File: src/rtl/immgen_pipe.sv
// Registered RV32I/RV64I immediate generator with pc+imm target and a 2-entry skid buffer.
// Optional CSR zimm decode for sel 7 is built only when IMMGEN_ZIMM_EN is defined.
module immgen_pipe #(
  parameter int XLEN  = 64,
  parameter int TAG_W = 8
) (
  input  logic             clk,
  input  logic             reset,
  input  logic             flush,
  input  logic             in_valid,
  output logic             in_ready,
  input  logic [31:0]      in_instr,
  input  logic [2:0]       in_sel,
  input  logic [XLEN-1:0]  in_pc,
  input  logic [TAG_W-1:0] in_tag,
  output logic             out_valid,
  input  logic             out_ready,
  output logic [XLEN-1:0]  out_imm,
  output logic [XLEN-1:0]  out_target,
  output logic [TAG_W-1:0] out_tag,
  output logic             out_bad_sel
);

  localparam logic [2:0] SEL_NONE  = 3'd0;
  localparam logic [2:0] SEL_I     = 3'd1;
  localparam logic [2:0] SEL_S     = 3'd2;
  localparam logic [2:0] SEL_B     = 3'd3;
  localparam logic [2:0] SEL_U     = 3'd4;
  localparam logic [2:0] SEL_J     = 3'd5;
  localparam logic [2:0] SEL_SHAMT = 3'd6;
  localparam logic [2:0] SEL_ZIMM  = 3'd7;

  if (XLEN != 32 && XLEN != 64) begin : g_bad_xlen
    $error("immgen_pipe: XLEN must be 32 or 64");
  end

  // Widths work out for both XLEN values: 33+31 or 1+31 bits.
  function automatic logic [XLEN-1:0] sext32(input logic [31:0] v);
    return {{(XLEN-31){v[31]}}, v[30:0]};
  endfunction

  logic [XLEN-1:0] dec_imm;
  logic [XLEN-1:0] dec_target;
  logic            dec_bad;
  logic            unused_bits;

  assign unused_bits = ^in_instr[6:0];

  always_comb begin
    dec_imm = '0;
    dec_bad = 1'b0;
    case (in_sel)
      SEL_NONE: dec_imm = '0;
      SEL_I:    dec_imm = sext32({{20{in_instr[31]}}, in_instr[31:20]});
      SEL_S:    dec_imm = sext32({{20{in_instr[31]}}, in_instr[31:25], in_instr[11:7]});
      SEL_B:    dec_imm = sext32({{19{in_instr[31]}}, in_instr[31], in_instr[7],
                                  in_instr[30:25], in_instr[11:8], 1'b0});
      SEL_U:    dec_imm = sext32({in_instr[31:12], 12'b0});
      SEL_J:    dec_imm = sext32({{11{in_instr[31]}}, in_instr[31], in_instr[19:12],
                                  in_instr[20], in_instr[30:21], 1'b0});
      SEL_SHAMT: begin
        if (XLEN == 64) dec_imm = XLEN'(in_instr[25:20]);
        else            dec_imm = XLEN'(in_instr[24:20]);
      end
`ifdef IMMGEN_ZIMM_EN
      SEL_ZIMM: dec_imm = XLEN'(in_instr[19:15]);
`else
      SEL_ZIMM: dec_bad = 1'b1;
`endif
      default:  dec_imm = '0;
    endcase
  end

  assign dec_target = in_pc + dec_imm;

  logic             in_ready_reg;
  logic             prim_valid_reg, skid_valid_reg;
  logic [XLEN-1:0]  prim_imm_reg, prim_target_reg, skid_imm_reg, skid_target_reg;
  logic [TAG_W-1:0] prim_tag_reg, skid_tag_reg;
  logic             prim_bad_reg, skid_bad_reg;

  logic accept, drain;
  logic prim_valid_next, skid_valid_next;
  logic load_prim_in, load_prim_skid, load_skid;

  assign accept = in_valid && in_ready_reg && !flush;
  assign drain  = prim_valid_reg && out_ready;

  // in_ready mirrors !skid_valid, so an accept never coincides with a full skid.
  always_comb begin
    prim_valid_next = prim_valid_reg;
    skid_valid_next = skid_valid_reg;
    load_prim_in    = 1'b0;
    load_prim_skid  = 1'b0;
    load_skid       = 1'b0;
    if (flush) begin
      prim_valid_next = 1'b0;
      skid_valid_next = 1'b0;
    end else if (skid_valid_reg && drain) begin
      load_prim_skid  = 1'b1;
      skid_valid_next = 1'b0;
    end else if (prim_valid_reg && !drain) begin
      if (accept) begin
        load_skid       = 1'b1;
        skid_valid_next = 1'b1;
      end
    end else begin
      load_prim_in    = accept;
      prim_valid_next = accept;
    end
  end

  always_ff @(posedge clk) begin
    if (reset) begin
      in_ready_reg    <= 1'b0;
      prim_valid_reg  <= 1'b0;
      skid_valid_reg  <= 1'b0;
      prim_imm_reg    <= '0;
      prim_target_reg <= '0;
      prim_tag_reg    <= '0;
      prim_bad_reg    <= 1'b0;
      skid_imm_reg    <= '0;
      skid_target_reg <= '0;
      skid_tag_reg    <= '0;
      skid_bad_reg    <= 1'b0;
    end else begin
      in_ready_reg   <= !skid_valid_next;
      prim_valid_reg <= prim_valid_next;
      skid_valid_reg <= skid_valid_next;
      if (load_prim_in) begin
        prim_imm_reg    <= dec_imm;
        prim_target_reg <= dec_target;
        prim_tag_reg    <= in_tag;
        prim_bad_reg    <= dec_bad;
      end else if (load_prim_skid) begin
        prim_imm_reg    <= skid_imm_reg;
        prim_target_reg <= skid_target_reg;
        prim_tag_reg    <= skid_tag_reg;
        prim_bad_reg    <= skid_bad_reg;
      end
      if (load_skid) begin
        skid_imm_reg    <= dec_imm;
        skid_target_reg <= dec_target;
        skid_tag_reg    <= in_tag;
        skid_bad_reg    <= dec_bad;
      end
    end
  end

  assign in_ready    = in_ready_reg;
  assign out_valid   = prim_valid_reg;
  assign out_imm     = prim_imm_reg;
  assign out_target  = prim_target_reg;
  assign out_tag     = prim_tag_reg;
  assign out_bad_sel = prim_bad_reg;

endmodule

File: config.mk
export PLATFORM = sky130hd
export DESIGN_NAME = immgen_pipe
export DESIGN_NICKNAME = d
export VERILOG_FILES = /design/src/rtl/immgen_pipe.sv
export SDC_FILE = /design/constraint.sdc
export NUM_CORES = 1
export LEC_CHECK = 0
export BUFFER_PORTS_ARGS = -buffer_cell sky130_fd_sc_hd__buf_2
export CAP_MARGIN = 25
export CORE_AREA = 5 5 173 142
export CTS_CLUSTER_SIZE = 16
export DETAILED_ROUTE_END_ITERATION = 8
export DIE_AREA = 0 0 178 147
export GPL_TIMING_DRIVEN = 0
export PLACE_DENSITY = 0.81
export SYNTH_ARGS = -nofsm -noshare
export SYNTH_HDL_FRONTEND = slang
export SYNTH_SLANG_ARGS = --single-unit
File: constraint.sdc
create_clock -name clk -period 4.8 [get_ports clk]
set_input_delay 0.48 -clock clk [delete_from_list [all_inputs] [get_ports clk]]
set_output_delay 0.48 -clock clk [all_outputs]
set_load 0.03 [all_outputs]
==> flow_metrics.tcl, run 1 <==
set metrics [dict create \
    worst_path_most_repeated_cell "buf_2" \
    slowest_delay_ns 0.47 \
    fp.dieW_um 178 \
    area_delta_synth_final_pct 20.2 \
    drt_pre_antenna_iters 5 \
    syn_nets 1825 \
    peakVddDrop_uv 267 \
    min_path_cells 3 \
    r2r-end "out_target[49]" \
    fin_tns_setup_ns 0 \
    worst_slack_ns 0.242 \
    worst-slew-pin-transition_ns 0.980 \
    ff2ff_path_depth 6 \
    final_cell_mix "302 x nand2_1, 245 x buf_2, 213 x dfxtp_1" \
    post-route-min-period_ns 4.56 \
    power_leakage_nw 6.25 \
    drv_slew 0 \
    cp-start-kind "input port" \
    route.detailed.drc 0 \
    yosysSeqAreaShare_pct 34.4 \
    grt_start_max_net_pins 35 \
    fp.dieH_um 147 \
    drtAntennaViolNets 0 \
    min_to "skid_tag_reg[1]" \
    grt_pass1_vias 12300 \
    grt_pass1_wl_mm 68.9 \
    core_mm2 0.0228 \
    slew_headroom_pct 34.6 \
    drive_above_1_share_pct 18.3 \
    r2r_slack_ns 1.77 \
    ios 251 \
    cts_sinks 213 \
    finClkSkew_ns 0.00829 \
    antenna_found_initial 0 \
    crit_fanout 10 \
    period_share_pct 95.0 \
    async_flop_share_pct 0 \
    clk_transition_reported_paths_ns 0.06 \
    worstHoldStart "in_tag[1]" \
    clockRootBuffer "clkbuf_16" \
    drtIter0Drc 1482 \
    r2r_start "out_valid" \
    critical_path_class "input port to flop" \
    dr_total_vias 13500 \
    grt_usage_pct 32.9 \
    cts_tree "done" \
    crit_chain "buf_2, clkinv_1, a21o_1, and2_1, buf_2, a21oi_1, inv_1, ha_1, buf_2, nand2_1, o21ai_0, a21oi_1, o21ai_0, a211o_1, o21ai_2, o21bai_4, a211oi_1, xnor2_1, a2111oi_2" \
    fin_cells 2245 \
    hold_buffers 0 \
    wl_met3_mm 5.63 \
    synth-main-ff-cell "dfxtp_1" \
    place_inst 2203 \
    topRoutingLayerUsed "met4" \
    status "completed" \
    clockBufferDepth 3 \
    cp-end-kind "flop" \
    via_per_inst 6.02 \
    min_path_type "input port to flop" \
    yosysWarnings 0 \
    path_delay_family "compound AO/OA/AOI/OAI gates" \
    wl_per_cell_um 20.2 \
    syn_area_mm2 0.0124 \
    ys_ff_latch 213 \
    hold_viol 0 \
    finalSetupViolCount 0 \
    htree_num_levels 1 \
    diodes 0 \
    numCtsBuffers 23 \
    rows 50 \
    synth_cells 1649 \
    final_net_count 2092 \
    crit_slowest_cell "a21oi_1" \
    gp_congestion 0.996 \
    post-place-ws_ns -0.562 \
    cp.arrival_ns 4.98 \
    power_density_mw_per_mm2 325 \
    utilization_pct 65.3 \
    fillers 2034 \
    grt_overflow 0 \
    syn-mean-instance-area_um2 7.52 \
    met1Wirelength_mm 19.4 \
    port_buffers 240 \
    clk_latency_ns 0.52 \
    cap_violations 0 \
    fmax_mhz 219 \
    synth_edf_count 0 \
    crit_required_ns 5.22 \
    wirelength_mm 45.4 \
    path_buf_inv 5 \
    dp_hpwl_mm 34.9 \
    route.met2.wl_mm 19.0 \
    synth_cell_types 74 \
    holdWs_ns 0.213 \
    initial_core_util_pct 54.3 \
    die-area_mm2 0.0262 \
    mostFrequentLayoutCell "nand2_1" \
]
-- power by group --
| group | leakage, nW | internal (W) | switching (W) |
|---|---|---|---|
| Sequential | 1.73 | 0.00181 | 0.0000343 |
| Clock | 0.384 | 0.00106 | 0.000774 |
| Combinational | 4.14 | 0.000386 | 0.000785 |
| Total | 6.25 | 0.00326 | 0.00159 |
-- how the worst max path moves through the flow --
stage / from / end / slack, ns / cells after the start
global route: in_sel[2] / out_target[63] / -0.04 / 19
CTS: in_sel[0] / skid_target_reg[62] / 0.003 / 16
finish: in_sel[2] / out_target[63] / 0.24 / 19
detailed placement: in_sel[0] / skid_target_reg[59] / -0.56 / 18
global placement: in_sel[0] / skid_target_reg[62] / -0.75 / 15
floorplan: in_sel[0] / out_target[63] / 0.57 / 18
-- final cells by class --
type	count	area (um2)	share of cell area (%)
multi-input cells	1251	7430	49.8
flip-flops and latches	213	4260	28.6
repair buffers	243	1230	8.28
plain buffers	147	682	4.57
clock buffers	29	638	4.28
well taps	312	390	2.62
inverters	37	139	0.931
clock inverters	13	136	0.915
-- synthesized netlist by cell type (all sizes together) (25+ instances only) --
cell      n  area (um2)
nand2   302        1130
dfxtp   213        4260
a21oi   211        1060
nor2    190         716
clkbuf   98         370
ha       63         788
o21ai    57         289
buf      50         313
a211oi   42         315
xnor2    38         333
a311oi   37         324
inv      36         135
a221oi   31         278
nor3     31         160
a21o     25         188
a22oi    25         188
-- metal layers --
| layer | up-vias | track usage [%] |
|---|---|---|
| met5 | - | 0 |
| met4 | 0 | 7.85 |
| met3 | 100 | 7.28 |
| met2 | 808 | 49.1 |
| met1 | 6228 | 48.4 |
| li1 | 6382 | - |
-- cells by family (layout without fill, tap and decap cells) --
kind of cell | after synthesis | in the layout | share of synthesized area, %
AO/OA/AOI/OAI | 509 | 509 | 27.0
XOR/XNOR | 62 | 62 | 4.38
adder cells (fa/ha/maj) | 64 | 64 | 6.51
buffers and inverters | 185 | 469 | 6.63
flip-flops | 213 | 213 | 34.4
multiplexers | 1 | 1 | 0.0807
AND/OR/NAND/NOR | 615 | 615 | 21.0
-- per-stage QoR --
step / total power (W) / area [um2]
6_report: 0.00485 / 14900
5_1_grt: 0.00504 / 14900
2_1_floorplan: 0.00266 / 12400
3_5_place_dp: 0.00301 / 14000
3_3_place_gp: 0.00300 / 14000
4_1_cts: 0.00481 / 14800
-- worst reg2reg max path, stage by stage, from the launching register on --
cell	delay (ns)
dfxtp_1	0.42
nand2_1	0.10
nor3b_1	0.78
clkbuf_1	0.62
clkbuf_1	0.67
nand2_1	0.12
a211oi_1	0.23
-- what timing repair did --
item                                    4_1_cts  5_1_grt
buffers inserted                              0        1
resized for setup                             1       24
endpoints found under the setup margin        2       37
Note: power is estimated with default switching activity, not from simulation.
==> inputs of run 2 (changes only) <==
- PLACE_DENSITY: 0.81 -> unset
- PLACE_DENSITY_LB_ADDON: unset -> 0.1
==> run 2 against run 1 <==
Effect of this change:
- sequential power barely moved
- clock skew rose by 0.0089 ns
- highest routed layer unchanged
- routed wire length rose by 0.17%
- maximum frequency fell by 1.4%
- critical endpoint is now skid_target_reg[58]
- non-clock buffer count rose by 1
- first-iteration DRC count fell by 7.4%
- clock-buffer cell count fell by 4
- largest cell class unchanged
- via count fell by 0.47%
==> flow_metrics.tcl, run 2 (synthesis gave the netlist of run 1 again) <==
set metrics [dict create \
    status "completed" \
    ios 251 \
    period_share_pct 96.3 \
    power_leakage_nw 6.28 \
    clk_latency_ns 0.53 \
    area_delta_synth_final_pct 20.9 \
    grt_pass1_vias 12400 \
    wirelength_mm 45.5 \
    min_path_type "input port to flop" \
    fin_tns_setup_ns 0 \
    dp_hpwl_mm 35.2 \
    slew_headroom_pct 30.2 \
    finClkSkew_ns 0.0172 \
    fillers 2060 \
    route.detailed.drc 0 \
    htree_num_levels 1 \
    worst-slew-pin-transition_ns 1.04 \
    grt_start_max_net_pins 35 \
    core_mm2 0.0228 \
    final_cell_mix "302 x nand2_1, 244 x buf_2, 213 x dfxtp_1" \
    cp-start-kind "input port" \
    fp.dieH_um 147 \
    critical_path_class "input port to flop" \
    met1Wirelength_mm 20.2 \
    mostFrequentLayoutCell "nand2_1" \
    clockBufferDepth 3 \
    drive_above_1_share_pct 18.4 \
    cap_violations 0 \
    diodes 0 \
    hold_viol 0 \
    drtIter0Drc 1372 \
    cts_tree "done" \
    fp.dieW_um 178 \
    gp_congestion 0.970 \
    drt_pre_antenna_iters 7 \
    wl_per_cell_um 20.2 \
    dr_total_vias 13500 \
    rows 50 \
    drv_slew 0 \
    initial_core_util_pct 54.3 \
    clk_transition_reported_paths_ns 0.06 \
    topRoutingLayerUsed "met4" \
    post-route-min-period_ns 4.62 \
    port_buffers 240 \
    grt_usage_pct 33.0 \
    via_per_inst 5.99 \
    crit_fanout 10 \
    rsz0062_at_grt "true" \
    finalSetupViolCount 0 \
    antenna_found_initial 0 \
    utilization_pct 65.7 \
    numCtsBuffers 23 \
    route.met2.wl_mm 19.0 \
    peakVddDrop_uv 259 \
    clockRootBuffer "clkbuf_16" \
    cp.arrival_ns 5.06 \
    cp-end-kind "flop" \
    power_density_mw_per_mm2 333 \
    final_net_count 2093 \
    grt_pass1_wl_mm 68.7 \
    drtAntennaViolNets 0 \
    fmax_mhz 216 \
    wl_met3_mm 4.88 \
    cts_sinks 213 \
    cts_setup_buffers 0 \
    crit_required_ns 5.24 \
    die-area_mm2 0.0262 \
    post-place-ws_ns -0.633 \
    grt_overflow 0 \
    worst_slack_ns 0.178 \
]
run 2: cell type report:
| class | instances | area [um2] | area share, % |
|---|---|---|---|
| sequential | 213 | 4260 | 28.4 |
| clock buffer | 25 | 593 | 3.95 |
| clock inverter | 17 | 238 | 1.59 |
| multi-input combinational | 1251 | 7420 | 49.5 |
| tap | 312 | 390 | 2.60 |
| inverter | 37 | 143 | 0.951 |
| timing repair buffer | 243 | 1260 | 8.41 |
| buffer | 148 | 686 | 4.57 |
run 2: power breakdown:
part | total, W | internal (W) | switching [W] | leakage [nW]
clock | 0.00198 | 0.00118 | 0.000799 | 0.393
sequential | 0.00185 | 0.00181 | 0.0000328 | 1.73
combinational | 0.00118 | 0.000388 | 0.000792 | 4.16
run 2: final timing paths:
kind,startpoint,end,slack (ns),cells past startpoint
worst max-delay path,in_sel[1],skid_target_reg[58],0.18,16
worst min-delay path,in_tag[1],skid_tag_reg[1],0.21,3
worst max register to register,out_valid,out_target[20],1.72,8
worst min register to register,skid_target_reg[46],skid_target_reg[46],0.45,2
run 2: what timing repair did:
| action | in CTS | in global routing |
|---|---|---|
| pin swaps | 0 | 0 |
| hold buffers | 0 | 0 |
| endpoints found under the setup margin | 5 | 28 |
| resized for setup | 1 | 24 |
run 2: per-stage QoR:
| step | std cells | instance area, um2 | power [W] | hold slack, ns |
|---|---|---|---|---|
| global placement | 2201 | 14000 | 0.00301 | 0.442 |
| finish | 2246 | 15000 | 0.00500 | 0.213 |
| CTS | 2244 | 14900 | 0.00495 | 0.207 |
| global route | 2246 | 15000 | 0.00517 | 0.226 |
| floorplan | 1649 | 12400 | 0.00266 | 0.436 |
| detailed placement | 2202 | 14000 | 0.00302 | 0.447 |
run 2: worst max-delay path, stage by stage:
cell and delay, ns:
buf_2 0.13, clkbuf_1 0.33, nor2b_1 0.22, a21oi_1 0.09, o32ai_1 0.51, ha_1 0.33
fa_1 0.26, a211oi_1 0.10, o21bai_1 0.36, o21ai_0 0.28, a211oi_1 0.61, nor3_4 0.17
nor3_1 0.41, nor3_4 0.14, or4_1 0.44, a31oi_1 0.20
run 2: metal layers:
layer / global-route usage [%] / vias up
met2: 48.4 / 722
met5: 0 / -
li1: - / 6361
met4: 9.70 / 0
met1: 48.3 / 6275
met3: 7.77 / 96
==> inputs of run 3 (changes only) <==
- CORE_AREA: 5 5 173 142 -> 5 5 163 150
- DIE_AREA: 0 0 178 147 -> 0 0 168 155
- TNS_END_PERCENT: unset -> 20
==> run 3 against run 2 <==
Effect of this change:
- power down 6.0%
- worst hold slack improved by 0.0084 ns
- cell area fell by 1.6%
- combinational power about the same
- register-to-register slack is essentially flat
- via count fell by 0.80%
- clock skew decreased by 0.0065 ns
- cell count down 0.62%
- largest power group is now sequential cells
==> flow_metrics.tcl, run 3 (synthesis gave the netlist of run 1 again) <==
set metrics [dict create \
    status "completed" \
    numCtsBuffers 23 \
    hold_viol 0 \
    grt_pass1_wl_mm 67.2 \
    clk_transition_reported_paths_ns 0.06 \
    route.detailed.drc 0 \
    clockBufferDepth 3 \
    via_per_inst 5.98 \
    r2r-end "out_target[23]" \
    rsz0062_at_grt "false" \
    worst_slack_ns 0.227 \
    ff2ff_path_depth 8 \
    min_path_type "input port to flop" \
    dr_total_vias 13300 \
    critical_path_depth 17 \
    drt_pre_antenna_iters 6 \
    fillers 2126 \
    core_mm2 0.0227 \
    path_delay_family "compound AO/OA/AOI/OAI gates" \
    crit_start "in_sel[2]" \
    gp_congestion 0.970 \
    fp.dieH_um 155 \
    slowest_delay_ns 0.55 \
    clockRootBuffer "clkbuf_16" \
    finClkSkew_ns 0.0107 \
    hold_buffers 0 \
    grt_start_max_net_pins 35 \
    fp.dieW_um 168 \
    wl_per_cell_um 20.1 \
    path_buf_inv 4 \
    port_buffers 240 \
    cts_resized 2 \
    r2r_slack_ns 1.73 \
    worst_path_most_repeated_cell "or4_1" \
    grt_overflow 0 \
    initial_core_util_pct 54.5 \
    grt_usage_pct 32.1 \
    mostFrequentLayoutCell "nand2_1" \
    cp-end-kind "flop" \
    final_cell_mix "302 x nand2_1, 244 x buf_2, 213 x dfxtp_1" \
    ios 251 \
    slew_headroom_pct 27.8 \
    cts_sinks 213 \
    drv_slew 0 \
    drive_above_1_share_pct 17.6 \
    crit_fanout 10 \
    wirelength_mm 44.8 \
    cp-start-kind "input port" \
    crit_required_ns 5.21 \
    htree_num_levels 1 \
    cp.arrival_ns 4.98 \
    crit_slowest_cell "or4_1" \
    antenna_found_initial 0 \
    power_density_mw_per_mm2 319 \
    cts_tree "done" \
    utilization_pct 64.9 \
    area_delta_synth_final_pct 19.0 \
    grt_pass1_vias 12000 \
    diodes 0 \
    drtIter0Drc 1283 \
    drtAntennaViolNets 0 \
    power_leakage_nw 6.20 \
    dp_hpwl_mm 34.7 \
    worstHoldStart "in_tag[0]" \
    r2r_start "out_valid" \
    endpoint "out_target[63]" \
    rows 53 \
    clk_latency_ns 0.52 \
    final_net_count 2092 \
    post-place-ws_ns -0.670 \
    post-route-min-period_ns 4.57 \
    crit_chain "buf_2, clkinv_1, a21o_1, and2_1, clkbuf_2, a21oi_1, inv_1, ha_1, nand2_1, or4_1, or4_1, a21oi_2, o21ai_2, o21bai_4, a211oi_1, xnor2_1, a2111oi_2" \
    total_power_w 0.00470 \
    peakVddDrop_uv 237 \
    period_share_pct 95.3 \
    die-area_mm2 0.0260 \
    finalSetupViolCount 0 \
    fmax_mhz 219 \
    cts_setup_buffers 0 \
    worst-slew-pin-transition_ns 1.08 \
    critical_path_class "input port to flop" \
    cap_violations 0 \
]
## run 3: cell count changes in the layout (fill, tap and decap cells not counted), sizes merged
cell / before / now
clkinv: 3 / 7
clkinvlp: 6 / 1
inv: 40 / 37
bufinv: 5 / 1
clkbuf: 124 / 128
## run 3: worst min-delay path: cells and delay by family
| family | cells | cell delay [ns] |
|---|---|---|
| compound gates | 1 | 0.05 |
| simple gates | 1 | 0.05 |
| buf+inv | 1 | 0.11 |
## run 3: final cells by class
cell class | instances | area, um2 | area share [%]
Multi-Input combinational cell | 1251 | 7370 | 49.9
Sequential cell | 213 | 4260 | 28.9
Timing Repair Buffer | 242 | 1230 | 8.32
Buffer | 148 | 686 | 4.65
Clock buffer | 30 | 622 | 4.21
Tap cell | 302 | 378 | 2.56
Inverter | 37 | 139 | 0.941
Clock inverter | 9 | 76.3 | 0.517
## run 3: worst min-delay path by stage
stage,to,slack [ns],cells past startpoint
finish,skid_tag_reg[0],0.22,3
global route,skid_tag_reg[0],0.22,3
CTS,skid_tag_reg[0],0.21,3
detailed placement,skid_target_reg[40],0.45,2
global placement,skid_target_reg[31],0.44,2
floorplan,skid_imm_reg[62],0.44,2
## run 3: routing by layer
layer | global-route usage (%) | vias up | share of wire (%)
met5 | 0 | - | 0
met1 | 46.6 | 6238 | 44
met2 | 49.3 | 673 | 43
li1 | - | 6359 | -
met3 | 6.61 | 76 | 10
met4 | 7.65 | 0 | 2.6
## run 3: power breakdown
group / total [W] / internal (W) / switching (W)
combinational: 0.00116 / 0.000383 / 0.000779
sequential: 0.00185 / 0.00181 / 0.0000339
clock: 0.00169 / 0.000964 / 0.000728
total: 0.00470 / 0.00316 / 0.00154
## run 3: stage by stage
stage	std cells	instance area, um2	setup TNS, ns	hold slack (ns)
finish	2232	14800	0	0.222
global route	2232	14800	0	0.224
CTS	2232	14700	0	0.211
detailed placement	2193	14000	-9.82	0.447
global placement	2191	14000	-13.28	0.442
floorplan	1649	12400	0	0.436
